File: config.mk
export PLATFORM = sky130hd
export DESIGN_NAME = turn_scheduler
export DESIGN_NICKNAME = d
export VERILOG_FILES = /design/src/rtl/turn_scheduler.sv
export SDC_FILE = /design/constraint.sdc
export NUM_CORES = 1
export LEC_CHECK = 0
export ABC_AREA = 1
export BUFFER_PORTS_ARGS = -buffer_cell sky130_fd_sc_hd__buf_4
export CORE_ASPECT_RATIO = 1.2
export CORE_MARGIN = 8
export CORE_UTILIZATION = 55
export DETAILED_ROUTE_END_ITERATION = 10
export HOLD_SLACK_MARGIN = 0.05
export PLACE_DENSITY = 0.89
export SYNTH_ARGS = -nofsm -noshare
export SYNTH_HDL_FRONTEND = slang
export SYNTH_SLANG_ARGS = --single-unit
export TNS_END_PERCENT = 50
File: constraint.sdc
create_clock -name i_clk -period 3.6 [get_ports i_clk]
set_input_delay 0.54 -clock i_clk [delete_from_list [all_inputs] [get_ports i_clk]]
set_output_delay 0.54 -clock i_clk [all_outputs]
set_load 0.02 [all_outputs]
File: src/rtl/turn_scheduler.sv
// turn_scheduler: tic-tac-toe game sequencer that grants the board to P1, P2 or the
// random-move generator, times human turns and drives the winner-check handshake.
module turn_scheduler #(
  parameter int TIMEOUT_CYC = 1000,
  parameter int CNT_W       = 10
) (
  input  logic       i_clk,
  input  logic       i_rst,
  input  logic       i_start,
  input  logic       i_first_player,
  input  logic       i_two_player,
  input  logic       i_p1_done,
  input  logic       i_p2_done,
  input  logic       i_rand_done,
  input  logic       i_gameover,
  input  logic       i_board_full,
  output logic       o_en_p1,
  output logic       o_en_p2,
  output logic       o_en_rand,
  output logic       o_en_check,
  output logic       o_timeout,
  output logic [1:0] o_current_player,
  output logic [3:0] o_state,
  output logic [3:0] o_turn_count
);
  typedef enum logic [3:0] {
    IDLE = 4'd0, START = 4'd1, P1_TURN = 4'd2, P2_TURN = 4'd3, RAND_MOVE = 4'd4,
    CHECK = 4'd5, EVAL = 4'd6, SWITCH = 4'd7, GAMEOVER = 4'd8
  } state_t;
  localparam logic [CNT_W-1:0] LAST = CNT_W'(TIMEOUT_CYC - 1);
  state_t           r_state, w_next;
  logic [CNT_W-1:0] r_timer;
  logic [1:0]       r_cp;
  logic [3:0]       r_tc;
  logic             r_en_p1, r_en_p2, r_en_rand, r_en_check, r_timeout;
  logic             w_to;
  always_ff @(posedge i_clk)
    if (!i_rst) r_state <= IDLE;
    else        r_state <= w_next;
  always_comb begin
    w_next = r_state;
    w_to   = 1'b0;
    case (r_state)
      IDLE:      w_next = i_start ? START : IDLE;
      START:     w_next = (r_cp == 2'd2) ? P2_TURN : P1_TURN;
      P1_TURN:
        if (i_p1_done) w_next = CHECK;
        else if (r_timer == LAST) begin
          w_to   = 1'b1;
          w_next = RAND_MOVE;
        end
      P2_TURN:
        if (!i_two_player) w_next = RAND_MOVE;
        else if (i_p2_done) w_next = CHECK;
        else if (r_timer == LAST) begin
          w_to   = 1'b1;
          w_next = RAND_MOVE;
        end
      RAND_MOVE: w_next = i_rand_done ? CHECK : RAND_MOVE;
      CHECK:     w_next = EVAL;
      EVAL:      w_next = (i_gameover || i_board_full) ? GAMEOVER : SWITCH;
      SWITCH:    w_next = (r_cp == 2'd2) ? P2_TURN : P1_TURN;
      GAMEOVER:  w_next = i_start ? START : GAMEOVER;
      default:   w_next = IDLE;
    endcase
  end
  // Outputs are registered from the next state so they line up with the state they describe
  always_ff @(posedge i_clk)
    if (!i_rst) begin
      r_timer    <= '0;
      r_cp       <= 2'd0;
      r_tc       <= 4'd0;
      r_en_p1    <= 1'b0;
      r_en_p2    <= 1'b0;
      r_en_rand  <= 1'b0;
      r_en_check <= 1'b0;
      r_timeout  <= 1'b0;
    end else begin
      r_en_p1    <= w_next == P1_TURN;
      r_en_p2    <= w_next == P2_TURN && i_two_player;
      r_en_rand  <= w_next == RAND_MOVE;
      r_en_check <= w_next == CHECK;
      r_timeout  <= w_to;
      if (w_next == START || w_next == SWITCH) r_timer <= '0;
      else if ((r_state == P1_TURN || r_state == P2_TURN) && r_timer != '1) r_timer <= r_timer + 1'b1;
      if (w_next == START) r_cp <= i_first_player ? 2'd2 : 2'd1;
      else if (w_next == SWITCH) r_cp <= (r_cp == 2'd1) ? 2'd2 : 2'd1;
      if (w_next == START) r_tc <= 4'd0;
      else if (w_next == CHECK) r_tc <= (r_tc == 4'd9) ? 4'd9 : r_tc + 4'd1;
    end
  assign o_en_p1          = r_en_p1;
  assign o_en_p2          = r_en_p2;
  assign o_en_rand        = r_en_rand;
  assign o_en_check       = r_en_check;
  assign o_timeout        = r_timeout;
  assign o_current_player = r_cp;
  assign o_state          = r_state;
  assign o_turn_count     = r_tc;
endmodule

==> results of run 1 <==
critical path: stages (launching register included):
cell and delay [ps]:
dfxtp_1 400, ha_1 210, nand2_1 90, nor2_1 90, nand3_1 140, or2_1 250, nand2_2 150, nand3_2 130
nand2_1 80, a21oi_1 60
power by group:
group          total [mW]  internal [mW]  switching (mW)
Clock               0.130         0.0425          0.0870
Combinational       0.180         0.0631           0.117
Sequential          0.309          0.292          0.0164
path summary, 6_finish.rpt:
path / start / end / slack, ps
worst min-delay path: i_rst / o_state[2] / 470
worst min register to register: r_timer[1] / r_timer[1] / 500
worst max-delay path: r_timer[0] / o_turn_count[2] / 1890
worst max register to register: r_timer[0] / o_turn_count[2] / 1890
sequential cells by signal, summed over array words and instances, names as in the netlist:
name / count
r_timer: 10
o_state: 4
o_turn_count: 4
o_current_player: 2
o_en_check: 1
o_en_p1: 1
o_en_p2: 1
o_en_rand: 1
o_timeout: 1
cell type report:
class	instances	area [µm²]	share of cell area
Multi-Input combinational cell	141	733	0.467
Sequential cell	25	500	0.319
Timing Repair Buffer	24	180	0.115
Inverter	23	86.3	0.0550
Tap cell	31	38.8	0.0247
Clock buffer	3	22.5	0.0144
Clock inverter	1	7.51	0.00478
layout by cell type (no fill, tap or decap), drive strengths merged, types with 2 or more instances in the layout:
master | synthesis | layout
nor3 | 6 | 6
xnor2 | 3 | 3
nand3 | 15 | 15
dfxtp | 25 | 25
nand4 | 5 | 5
nor3b | 2 | 2
or2 | 3 | 3
inv | 22 | 22
clkbuf | 0 | 3
nor2 | 22 | 22
o21ai | 7 | 7
a21oi | 14 | 14
xor2 | 2 | 2
buf | 2 | 24
nand3b | 2 | 2
nand2 | 55 | 55
logic make-up after synthesis:
kind of cell | Yosys count | synth area share
DFF | 25 | 0.375
AOI/OAI and AO/OA | 23 | 0.0974
adders and majority gates | 1 | 0.00936
xor gates and xnor gates | 5 | 0.0328
buffers and inverters | 25 | 0.0768
and+or+nand+nor | 112 | 0.409
stage by stage:
stage	hold slack, ps	total power, mW	instance area [µm²]	util
6_report	468	0.618	1570	0.680
5_1_grt	457	0.661	1570	0.680
4_1_cts	464	0.625	1570	0.680
3_5_place_dp	482	0.495	1540	0.667
3_3_place_gp	470	0.493	1540	0.667
2_1_floorplan	458	0.447	1340	-
routing by layer:
| metal | vias to the layer above | track usage | share of wire |
|---|---|---|---|
| li1 | 666 | - | - |
| met4 | 0 | 0.0701 | 0.021 |
| met3 | 5 | 0.0293 | 0.039 |
| met5 | - | 0 | 0 |
| met2 | 29 | 0.251 | 0.50 |
| met1 | 562 | 0.168 | 0.44 |
==> impl_metrics.json, run 1 <==
{
  "whs_path_depth": 3,
  "fmax_mhz": 586,
  "avgRoutedWirePerCell_um": 11.4,
  "io_pins": 25,
  "fin_nets": 229,
  "hp-class": "primary input to flip-flop",
  "final_max_slew_viol_count": 0,
  "syn_area_um2": 1340,
  "async_flop_share": 0,
  "place.port_buffers": 24,
  "syn_to_final_growth_pct": 17.4,
  "vias_per_cell": 5.09,
  "grt-ovfl-total": 0,
  "worstMarginPinSlew_ps": 363,
  "cts.clk_slew.worst_paths_ps": 140,
  "skew_ps": 5.16,
  "start_util": 0.579,
  "fin_cells": 248,
  "cp_data_arrival_time_ps": 1940,
  "postRouteAntennaNets": 0,
  "wl_um": 2840,
  "hold_buffers": 0,
  "cellPowerDensity_nw_per_um2": 394,
  "drcViolationCount": 0,
  "vias": 1262,
  "cts.sinks": 25,
  "vdd_drop_max_v": 0.000339,
  "die_w_um": 61.0,
  "hold_viol": 0,
  "drtPass1Iterations": 5,
  "place.detailed.hpwl_um": 2230,
  "slew_headroom": 0.758,
  "grt_first_pass_wirelength_um": 5020,
  "rows": 19,
  "yosys_warnings": 0,
  "ys_ff_latch": 25,
  "rr_worst_depth": 9,
  "p_leak_nw": 0.635,
  "synth_top_area_share": 0.375,
  "critPathKind": "flip-flop to flip-flop",
  "ctsResizeCount": 0,
  "grt_usage": 0.148,
  "cts-buffers-inserted": 3,
  "max-cap-violations": 0,
  "drt_iter0_drc": 53,
  "cts-root-buf": "clkbuf_4",
  "synth_top_area_cell": "dfxtp_1",
  "clk_path_buf_depth": 2,
  "grt_pass1_vias": 1191,
  "status": "finished clean",
  "cts_tree": "done",
  "synth_nets": 202,
  "grt_max_degree": 16,
  "yosysMostFrequentCell": "nand2_1",
  "ys.flop_type": "dfxtp_1",
  "insertion_delay_ps": 330,
  "diodes": 0,
  "layout_setup_ws_ps": 1890,
  "die_area_um2": 4270,
  "synth_top_cells_by_area": "dfxtp_1 (37%), nand2_1 (15%), inv_1 (5.3%), nor2_1 (5.1%), a21oi_1 (4.9%)",
  "worst-path-max-fanout": 7,
  "dp_cells": 244,
  "ys_seq_area_frac": 0.375,
  "final.setup.tns_ps": 0,
  "fin_crit_sh": 0.474,
  "syn-instance-count": 191,
  "synth_edf_count": 0,
  "cts_max_level": 1,
  "cp.required_ps": 3830,
  "synth_common_cells": "nand2_1 (53), dfxtp_1 (25), inv_1 (19)",
  "core_region_area_um2": 2310,
  "crit_path_start_kind": "flip-flop",
  "setup-violations-final": 0,
  "syn_area_per_cell_um2": 7.00,
  "rsz0062_at_grt": "no",
  "postCtsSetupRepairBufs": 0,
  "layout-drive-gt1-share": 0.207,
  "worstSetupEndpointType": "flip-flop",
  "antenna_found_initial": 0,
  "die_h_um": 70.0,
  "synth.distinct_cells": 31,
  "fill_cells": 223,
  "place_ws_ps": 1940,
  "final.min_clock_period_ps": 1710,
  "gp_congestion": 0.902
}
No activity file was read; power rests on OpenSTA's default activity.
==> inputs of run 2 (changes only) <==
CORE_UTILIZATION = 54   (was 55)
PLACE_DENSITY = 0.88   (was 0.89)
clock period = 1.7 ns   (was 3.6 ns; I/O delays follow)
==> impl_metrics.json, run 2 (synthesized netlist as in run 1, its figures left out) <==
{
  "status": "finished clean",
  "critical-path-slowest-cell": "dfxtp_2",
  "drcViolationCount": 0,
  "grt_pass1_vias": 1199,
  "cts_max_level": 1,
  "cts_tree": "done",
  "postRouteAntennaNets": 0,
  "grt_first_pass_wirelength_um": 4910,
  "drtPass1Iterations": 4,
  "crit_chain": "ha_2, nand2_2, nor2_2, nand3_2, or2_1, nand2_4, nand3_2, nand2_1, a21oi_1",
  "insertion_delay_ps": 330,
  "crit_path_frequent_cell": "nand3_2",
  "cts-buffers-inserted": 3,
  "worstMarginPinSlew_ps": 279,
  "fmax_mhz": 627,
  "worstSetupEndpointType": "flip-flop",
  "grt_max_degree": 16,
  "critPathMaxStageDelay_ps": 360,
  "cts.sinks": 25,
  "final.min_clock_period_ps": 1600,
  "rows": 19,
  "cellPowerDensity_nw_per_um2": 820,
  "skew_ps": 12.9,
  "diodes": 0,
  "setup-violations-final": 0,
  "cts.clk_slew.worst_paths_ps": 150,
  "syn_to_final_growth_pct": 21.7,
  "p_leak_nw": 0.666,
  "layout_setup_ws_ps": 104,
  "die_area_um2": 4330,
  "drt_iter0_drc": 60,
  "grt_usage": 0.139,
  "crit_buf_inv": 0,
  "worst-path-max-fanout": 7,
  "cp.required_ps": 1940,
  "place.detailed.hpwl_um": 2210,
  "dp_cells": 244,
  "vias": 1298,
  "vias_per_cell": 5.19,
  "fin_cells": 250,
  "regMostFlops": "r_timer",
  "cp_top_family": "simple AND/OR/NAND/NOR gates",
  "fin_crit_sh": 0.939,
  "wl_um": 2890,
  "max-cap-violations": 0,
  "final_max_slew_viol_count": 0,
  "grt-ovfl-total": 0,
  "die_h_um": 70.5,
  "avgRoutedWirePerCell_um": 11.5,
  "fin_nets": 231,
  "place_ws_ps": 22.5,
  "largest_reg_flops": 10,
  "hold_viol": 0,
  "slew_headroom": 0.814,
  "final_cell_mix": "nand2_1 (51), buf_4 (26), dfxtp_1 (22)",
  "mostFrequentLayoutCell": "nand2_1",
  "gp_congestion": 0.861,
  "hp-class": "primary input to flip-flop",
  "hold_buffers": 0,
  "place.port_buffers": 24,
  "design_area_um2": 1630,
  "start_util": 0.574,
  "antenna_found_initial": 0,
  "layout-drive-gt1-share": 0.256,
  "cp_data_arrival_time_ps": 1830,
  "fill_cells": 219,
  "core_region_area_um2": 2330,
  "placed_area_um2": 1540,
  "final_core_util": 0.698,
  "clk_path_buf_depth": 2,
  "crit_path_start_kind": "flip-flop",
  "critPathKind": "flip-flop to flip-flop",
  "vdd_drop_max_v": 0.000716,
  "die_w_um": 61.4,
  "io_pins": 25,
  "cts-root-buf": "clkbuf_4"
}
[run 2: changes by cell type in the layout (fill, tap and decap cells not counted), moves of 2 or more]
cell,before,now
buf_4,24,26
dfxtp_1,25,22
dfxtp_2,0,3
nand2_1,53,51
nand2_4,0,2
nor2_1,18,16
[run 2: timing repair]
| item | 4_1_cts | 5_1_grt |
|---|---|---|
| setup buffers | 0 | 2 |
| gates resized for setup | 1 | 12 |
| pin swaps | 0 | 0 |
| setup endpoints to repair | 2 | 16 |
[run 2: path summary, 6_finish.rpt]
| path | start | slack, ps | cells past startpoint | to |
|---|---|---|---|---|
| min reg2reg | r_timer[9] | 510 | 2 | r_timer[9] |
| max | r_timer[0] | 100 | 9 | o_turn_count[0] |
| min | i_rst | 190 | 3 | o_en_rand |
| max reg2reg | r_timer[0] | 100 | 9 | o_turn_count[0] |
[run 2: cell type report]
cell class              instances  area [µm²]  share of cell area
multi-input cells             141         772               0.475
flip-flops and latches         25         504               0.310
repair buffers                 26         195               0.120
inverters                      23        86.3              0.0531
well taps                      31        38.8              0.0238
clock buffers                   3        22.5              0.0138
clock inverters                 1        7.51             0.00462
[run 2: worst reg2reg max path, stage by stage (launching register included)]
cell and delay, ps:
dfxtp_2 360, ha_2 200, nand2_2 90, nor2_2 120, nand3_2 110, or2_1 250, nand2_4 120, nand3_2 120
nand2_1 80, a21oi_1 70
[run 2: through the flow]
stage	hold slack [ps]	setup TNS [ps]	total power [mW]
2_1_floorplan	353	0	0.946
4_1_cts	181	0	1.32
3_3_place_gp	468	0	1.04
3_5_place_dp	488	0	1.05
6_report	194	0	1.33
5_1_grt	188	-4.28	1.41
[run 2: power by group]
part | internal [mW] | switching [mW]
logic | 0.145 | 0.258
registers | 0.621 | 0.0342
clock network | 0.0900 | 0.186
total | 0.855 | 0.478
[run 2: routing by layer]
| metal | wire length (µm) | GRT usage | share of wire | up-vias |
|---|---|---|---|---|
| li1 | - | - | - | 678 |
| met1 | 1260 | 0.166 | 0.44 | 594 |
| met2 | 1500 | 0.237 | 0.52 | 22 |
| met3 | 85 | 0.0238 | 0.029 | 4 |
| met4 | 40 | 0.0457 | 0.014 | 0 |
| met5 | 0 | 0 | 0 | - |
